--- src/rtl/booth_r4_seq_mult.sv ---
// Iterative radix-4 Booth multiplier: one Booth digit retired per clock,
// signed/unsigned selectable per operation, valid/ready on both sides.
module booth_r4_seq_mult #(
    parameter int WIDTH = 32
) (
    input  logic               clk,
    input  logic               rst_n,
    input  logic               in_valid_i,
    output logic               in_ready_o,
    input  logic               signed_mode_i,
    input  logic [WIDTH-1:0]   a_i,
    input  logic [WIDTH-1:0]   b_i,
    input  logic               flush_i,
    output logic               out_valid_o,
    input  logic               out_ready_i,
    output logic [2*WIDTH-1:0] product_o,
    output logic               busy_o
);

    localparam int NDIG = WIDTH / 2 + 1;
    localparam int EW   = WIDTH + 2;
    localparam int ACCW = 2 * WIDTH + 4;
    localparam int CW   = $clog2(NDIG + 1);

    typedef enum logic [1:0] {
        S_IDLE = 2'd0,
        S_RUN  = 2'd1,
        S_DONE = 2'd2
    } state_t;

    state_t            state_q, state_d;
    logic [CW-1:0]     cnt_q, cnt_d;
    logic [ACCW-1:0]   mcand_q, mcand_d;
    logic [EW-1:0]     mplr_q, mplr_d;
    logic              prev_q, prev_d;
    logic [ACCW-1:0]   acc_q, acc_d;

    logic [2:0]        window;
    logic [ACCW-1:0]   pp_sel;
    logic [ACCW-1:0]   pp_ones;
    logic [ACCW-1:0]   pp_term;
    logic              pp_neg;
    logic [CW:0]       shamt;
    logic [ACCW-1:0]   acc_sum;
    logic [ACCW-1:0]   a_ext;
    logic [EW-1:0]     b_ext;

    // Operands are widened once at capture; unsigned mode zero-fills.
    always_comb begin
        a_ext = '0;
        b_ext = '0;
        if (signed_mode_i) begin
            a_ext = {{(ACCW-WIDTH){a_i[WIDTH-1]}}, a_i};
            b_ext = {{2{b_i[WIDTH-1]}}, b_i};
        end else begin
            a_ext = {{(ACCW-WIDTH){1'b0}}, a_i};
            b_ext = {2'b00, b_i};
        end
    end

    // Booth recode of the current window; negation is ones' complement plus carry-in.
    always_comb begin
        window = {mplr_q[1], mplr_q[0], prev_q};
        pp_sel = '0;
        pp_neg = 1'b0;
        case (window)
            3'b001, 3'b010: pp_sel = mcand_q;
            3'b011:         pp_sel = mcand_q << 1;
            3'b100: begin
                pp_sel = mcand_q << 1;
                pp_neg = 1'b1;
            end
            3'b101, 3'b110: begin
                pp_sel = mcand_q;
                pp_neg = 1'b1;
            end
            default:        pp_sel = '0;
        endcase
        pp_ones = pp_neg ? ~pp_sel : pp_sel;
        pp_term = pp_ones + {{(ACCW-1){1'b0}}, pp_neg};
        shamt   = {cnt_q, 1'b0};
        acc_sum = acc_q + (pp_term << shamt);
    end

    always_comb begin
        state_d = state_q;
        cnt_d   = cnt_q;
        mcand_d = mcand_q;
        mplr_d  = mplr_q;
        prev_d  = prev_q;
        acc_d   = acc_q;
        if (flush_i) begin
            state_d = S_IDLE;
            cnt_d   = '0;
            acc_d   = '0;
        end else begin
            case (state_q)
                S_IDLE: begin
                    if (in_valid_i) begin
                        mcand_d = a_ext;
                        mplr_d  = b_ext;
                        prev_d  = 1'b0;
                        acc_d   = '0;
                        cnt_d   = '0;
                        state_d = S_RUN;
                    end
                end
                S_RUN: begin
                    acc_d  = acc_sum;
                    mplr_d = mplr_q >> 2;
                    prev_d = mplr_q[1];
                    cnt_d  = cnt_q + CW'(1);
                    if (cnt_q == CW'(NDIG - 1)) begin
                        state_d = S_DONE;
                    end
                end
                S_DONE: begin
                    if (out_ready_i) begin
                        state_d = S_IDLE;
                    end
                end
                default: state_d = S_IDLE;
            endcase
        end
    end

    always_ff @(posedge clk or negedge rst_n) begin
        if (!rst_n) begin
            state_q <= S_IDLE;
            cnt_q   <= '0;
            mcand_q <= '0;
            mplr_q  <= '0;
            prev_q  <= 1'b0;
            acc_q   <= '0;
        end else begin
            state_q <= state_d;
            cnt_q   <= cnt_d;
            mcand_q <= mcand_d;
            mplr_q  <= mplr_d;
            prev_q  <= prev_d;
            acc_q   <= acc_d;
        end
    end

    // Partial sums stay hidden until the last digit has been folded in.
    assign product_o   = (state_q == S_DONE) ? acc_q[2*WIDTH-1:0] : '0;
    assign in_ready_o  = (state_q == S_IDLE);
    assign out_valid_o = (state_q == S_DONE);
    assign busy_o      = (state_q == S_RUN) || (state_q == S_DONE);

endmodule
--- config.mk ---
export PLATFORM = sky130hd
export DESIGN_NAME = booth_r4_seq_mult
export DESIGN_NICKNAME = d
export VERILOG_FILES = /design/src/rtl/booth_r4_seq_mult.sv
export SDC_FILE = /design/constraint.sdc
export NUM_CORES = 1
export LEC_CHECK = 0
export ABC_AREA = 1
export CAP_MARGIN = 10
export CORE_ASPECT_RATIO = 1.25
export CORE_MARGIN = 1.5
export CORE_UTILIZATION = 55
export CTS_CLUSTER_SIZE = 30
export DETAILED_ROUTE_END_ITERATION = 8
export GPL_TIMING_DRIVEN = 0
export HOLD_SLACK_MARGIN = 0.15
export PLACE_DENSITY = 0.77
export SETUP_SLACK_MARGIN = 0.2
export SLEW_MARGIN = 40
export SYNTH_ARGS = -nofsm -noshare
export SYNTH_HDL_FRONTEND = slang
export SYNTH_SLANG_ARGS = --single-unit
--- constraint.sdc ---
create_clock -name clk -period 7.6 [get_ports clk]
set_input_delay 1.52 -clock clk [delete_from_list [all_inputs] [get_ports clk]]
set_output_delay 1.52 -clock clk [all_outputs]
set_load 0.01 [all_outputs]
======== Word level (Yosys, flattened, before mapping) ========
Cells that the tools add are included.
storage, ports and cells
  flip-flop bits (word level) ............. 178
  word-level logic and storage cells ...... 57
operators by class
  shift operators ......................... 1
  eq/ne operators ......................... 13
  muxes and demuxes ....................... 21
  reductions and logical operators ........ 11
  bitwise logic cells ..................... 2
  add/sub/neg operators ................... 3
operators by type and width
  kind                 number
  $mux 68              4
  $pmux 68 s2          2
  $add 68x1->68        1
  $add 68x68->68       1
  $mux 34              2
  $not 68->68          1
  $pmux 34 s2          1
  $shl 68x6->68        1
  $mux 64              1
  $mux 5               2
  $pmux 5 s2           1
  $eq 3x3->1 const B   3
  $reduce_and 3->1     3
  $mux 2               4
  $eq 3x2->1 const B   2
  $ne 3x2->1 const B   2
  $pmux 2 s3           1
  $add 5x1->5 const B  1
  $eq 5x5->1 const B   1
  $reduce_or 4->1      1
  $eq 3x1->1 const B   1
  $ne 3x3->1 const B   1
  $reduce_bool 3->1    1
  $reduce_or 3->1      1
  other kinds (11)     12

======== Logic depth before layout (Yosys ltp) ========
  depth in word-level cells ............... 10
  depth in mapped cells ................... 41
  mapped depth without buffers ............ 40

======== Worst setup path after synthesis ========
Ideal clock, no wire load.
  path kind ............................... reg2reg
  start point ............................. reg mplr_q[0]
  end point ............................... reg acc_q[59]
  cell stages (with the launch flop) ...... 38
  slack ................................... 3.017 ns
  period minus slack after synthesis ...... 4.583 ns
  arrival time ............................ 4.460 ns
  required time ........................... 7.477 ns
  cells stage by stage .................... dfrtp_1 > inv_1 > ha_1 > nand2_2 > nand3_2 > buf_6 > buf_6 > buf_2 > xor2_1 > ha_1 > nand2_1 > nor2_4 > nand2_2 > nor2_8 > nand3_2 > nor2_2 > o21ai_2 > nand2_1 > (+2 left out) > nand2_1 > nand2_1 > nand2_1 > nand2_1 > nor2_1 > ha_1 > nand2_1 > nor2_1 > inv_1 > nor4_1 > nand3_1 > nand3_1 > a21o_1 > nand2_1 > o211ai_1 > a21oi_1 > o21ai_0 > nand2_1
between the ends
  cells in the longest elaborated chain, start to end .. 10
  elaborated cells on any way between the ends .. 18
RTL lines
  element                                                       line  text
  start, declared                                               34    logic [EW-1:0] mplr_q, mplr_d;
  start signal, assigned                                        139   mplr_q <= mplr_d;
  $eq 3x3->1 (tied with other cells)                            66    case (window)
  $reduce_or 4->1 (no line) or $reduce_or 2->1 (tied branches)  -
  $pmux 68 s2                                                   66
  $not 68->68                                                   79    pp_ones = pp_neg ? ~pp_sel : pp_sel;
  $mux 68                                                       79
  $add 68x1->68 (*)                                             80    pp_term = pp_ones + {{(ACCW-1){1'b0}}, pp_neg};
  $shl 68x6->68 (*)                                             82    acc_sum = acc_q + (pp_term << shamt);
  $add 68x68->68 (*)                                            82
  $pmux 68 s2 (*)                                               97    case (state_q)
  $mux 68 (*)                                                   92    if (flush_i) begin
  end signal, assigned                                          134   acc_q <= '0;
  end signal, assigned                                          141   acc_q <= acc_d;
  end, declared                                                 36    logic [ACCW-1:0] acc_q, acc_d;
Mark *: on every way between the ends. The rest lies on a longest branch, timed or not.
A chain may end at the register's enable or synchronous reset.

======== Worst setup path in the final report ========
  start point ............................. reg mplr_q[0]
  end point ............................... reg acc_q[63]
The elaborated chain is that of the path after synthesis.

==> Flow_metrics.wiki <==
{| class="wikitable"
! Metric !! Value
|-
| Outcome || completed
|-
| TritonCTS clock tree || built
|-
| Die boundary height || 188 um
|-
| Min-Delay Path Class || reg -> reg
|-
| Cell types with the largest area share after synthesis || sky130_fd_sc_hd__nand2_1, sky130_fd_sc_hd__dfrtp_1, sky130_fd_sc_hd__nand3_1, sky130_fd_sc_hd__ha_1, sky130_fd_sc_hd__inv_1
|-
| Total of hold buffers inserted after clock tree synthesis || 0
|-
| Vias in the first global route || 17222
|-
| Per-cell routed wire length || 18.2 um
|-
| Diode insertion count for antenna repair || 0
|-
| Standard cell core area || around 27000 sq um
|-
| Required time of the critical path || about 8.0 ns
|-
| Clock Skew || 0.0156 ns
|-
| Worst-case clock buffer depth || 2
|-
| Netlist area before placement || approximately 15000 sq um
|-
| Placer Congestion || between 1 and 1.5
|-
| Number of max-cap violations || 0
|-
| Number of gates given a new drive strength after cts || 0
|-
| Remaining antenna violation count after routing || 0
|-
| Commonest non-fill, non-tap cell in the layout || sky130_fd_sc_hd__nand2_1
|-
| Setup crit end kind || flop
|-
| Crit-path max cell delay || 0.42 ns
|-
| Count of endpoints failing hold in the final timing report || 0
|-
| Crit path setup slack, layout || between 1 and 1.5 ns
|-
| Total track usage || slightly above 40%
|-
| Cells after synthesis || 2566
|-
| Most frequent cells in the layout || sky130_fd_sc_hd__nand2_1, sky130_fd_sc_hd__inv_1, sky130_fd_sc_hd__nand3_1, sky130_fd_sc_hd__nor2_1, sky130_fd_sc_hd__dfrtp_1
|-
| Buffers on Ports || about 140
|-
| Number of placement rows || 67
|-
| Chip width || around 150 um
|-
| Share of post-route cells with drive strength above 1 || approximately 4.7%
|-
| Pin count of the biggest net entering global routing || 63
|-
| Crit path launch type || flop
|-
| Total number of nets in the final design || between 2000 and 3000
|-
| Share of the synthesized area in the top cell type || 23.4%
|-
| Synth Area per Inst || between 5 and 6 sq um
|-
| Finish-stage setup viols || 0
|-
| Highest Clock Rate || around 0.16 GHz
|-
| Initial antenna violation count || 0
|-
| Post-synth EDFFs || 0
|-
| Async set-reset flop share out of synthesis || 100%
|-
| Top cell by count, worst path || sky130_fd_sc_hd__nand2_1
|-
| Worst-path clk slew || 0.08 ns
|-
| Number of optimization iterations in the first detailed-route pass || 7
|-
| Wire length of the first global-routing pass || approximately 88000 um
|-
| Initial cell density of the core || 56.0%
|-
| Period utilisation layout || about 85%
|-
| TritonCTS Buffers || 17
|-
| IO Pins || 137
|-
| Layout Area Growth over Synthesis || 16.2%
|-
| Final critical path time including I/O delays and setup || ~6.4 ns
|-
| Max-slew violations || 0
|-
| Placed wire-length estimate || ~45000 um
|-
| Actual slew at the worst max-slew pin || 0.892 ns
|-
| Setup repair after global routing missed its margin || no
|-
| Pre-CTS worst setup slack || ~1.3 ns
|-
| Worst rel slew slack || 40.5%
|-
| Yosys warning total || 0
|-
| Share of synthesized area occupied by flip-flops and latches || a little under a quarter
|-
| Level count of the clock H-tree || 4
|-
| Kind of critical path || reg -> reg
|-
| Post-synthesis net count || about 2700
|-
| Synth Register Bits || 138
|-
| Detailed router's first-iteration violation count || between 1000 and 1500
|-
| Number of remaining DRC errors || 0
|-
| Via density per instance || 5.80
|-
| Die Area || roughly 28000 sq um
|-
| Crit-path slowest cell || sky130_fd_sc_hd__dfrtp_1
|-
| Post-synthesis cell type count || 60
|-
| Total number of vias || roughly 18000
|-
| CP arrival || about 6.8 ns
|-
| Total Negative Setup Slacks || 0 ns
|-
| Post-CTS setup buffer count || 0
|-
| Total congestion overflow || 0
|-
| Clock tree sinks || roughly 140
|-
| Insertion delay to the later sink of the worst-skew pair || between 0.4 and 0.5 ns
|-
| Critical path peak fanout || 10
|-
| Root Buffer Master || sky130_fd_sc_hd__clkbuf_16
|-
| Primary FF master, synth || sky130_fd_sc_hd__dfrtp_1
|-
| Library cell with the largest summed area after synthesis || sky130_fd_sc_hd__nand2_1
|-
| Post-Route WL || between 50000 and 60000 um
|}
==> Yosys cell counts (6+ instances only) <==
master / n
sky130_fd_sc_hd__o21ai_0: 119
sky130_fd_sc_hd__clkinv_1: 6
sky130_fd_sc_hd__a21oi_1: 135
sky130_fd_sc_hd__a31oi_1: 69
sky130_fd_sc_hd__nand4_1: 12
sky130_fd_sc_hd__dfrtp_1: 138
sky130_fd_sc_hd__clkbuf_1: 58
sky130_fd_sc_hd__or2_2: 6
sky130_fd_sc_hd__o21a_1: 8
sky130_fd_sc_hd__nor3_1: 18
sky130_fd_sc_hd__o21ai_1: 30
sky130_fd_sc_hd__nor2_2: 7
sky130_fd_sc_hd__nor2_1: 224
sky130_fd_sc_hd__or2_1: 7
sky130_fd_sc_hd__nor4_1: 7
sky130_fd_sc_hd__buf_6: 6
sky130_fd_sc_hd__buf_2: 24
sky130_fd_sc_hd__inv_1: 275
sky130_fd_sc_hd__o31ai_1: 6
sky130_fd_sc_hd__o41ai_1: 6
sky130_fd_sc_hd__xor2_1: 21
sky130_fd_sc_hd__nand3_2: 12
sky130_fd_sc_hd__buf_1: 15
sky130_fd_sc_hd__a21o_1: 11
sky130_fd_sc_hd__ha_1: 84
sky130_fd_sc_hd__nand3_1: 246
sky130_fd_sc_hd__nand2_1: 937
sky130_fd_sc_hd__nand2_2: 11
==> state kept, by name, indices dropped and copies added (netlist names) <==
register,count
acc_q,64
cnt_q,5
mcand_q,33
mplr_q,33
prev_q,1
state_q,2
==> kinds of logic after synthesis <==
| logic type | count (synthesis) | share of synthesized area (%) |
|---|---|---|
| AOI/OAI and AO/OA | 424 | 16.2 |
| xor gates and xnor gates | 23 | 1.39 |
| adders and majority gates | 85 | 7.13 |
| buffers and inverters | 393 | 10.5 |
| DFF | 138 | 23.0 |
| muxes | 1 | 0.0667 |
| and+or+nand+nor | 1502 | 41.8 |
==> path summary, 6_finish.rpt <==
| kind | cells past startpoint | slack (ns) | start | endpoint |
|---|---|---|---|---|
| max reg2reg | 34 | 1.17 | mplr_q[0] | acc_q[63] |
| min | 2 | 0.50 | mcand_q[23] | mcand_q[23] |
| min reg2reg | 2 | 0.50 | mcand_q[23] | mcand_q[23] |
| max in group asynchronous | 2 | 6.02 | rst_n | mcand_q[3] |
| min in group asynchronous | 1 | 0.93 | rst_n | acc_q[50] |
| max | 34 | 1.17 | mplr_q[0] | acc_q[63] |
==> metal layers <==
metal  track usage (%)  up-vias  wire [um]
li1                  -     8655          -
met1              45.1     8136      20800
met2              67.1      857      26700
met3              5.16      230       3430
met4              33.3        0       5100
met5                 0        -          0
==> worst max-delay path: cells and delay by family, from the launching register on <==
kind | cells | cell delay, ns
flip-flops | 1 | 0.42
AND/OR/NAND/NOR | 15 | 1.90
adder cells (fa/ha/maj) | 3 | 0.76
AO/OA/AOI/OAI | 9 | 2.16
buffers and inverters | 6 | 0.87
XOR/XNOR | 1 | 0.20
==> cell type report <==
class | count | area, sq um
multi-input cells | 2035 | 9990
clock buffers | 17 | 425
inverters | 286 | 1070
repair buffers | 137 | 1410
plain buffers | 107 | 499
flip-flops and latches | 138 | 3450
clock inverters | 15 | 168
fillers | 2587 | 9370
well taps | 345 | 432
==> stage by stage <==
stage	hold slack, ns	utilization (%)	cells	instance area [sq um]
global route	0.533	65.1	3080	17500
global placement	0.467	62.6	3046	16800
detailed placement	0.487	62.8	3048	16900
CTS	0.503	65.1	3080	17500
floorplan	0.452	-	2566	15000
finish	0.502	65.1	3080	17500
Power is not shown: default switching activity piles up to over one toggle a cycle in this logic, so the estimate is an artifact.
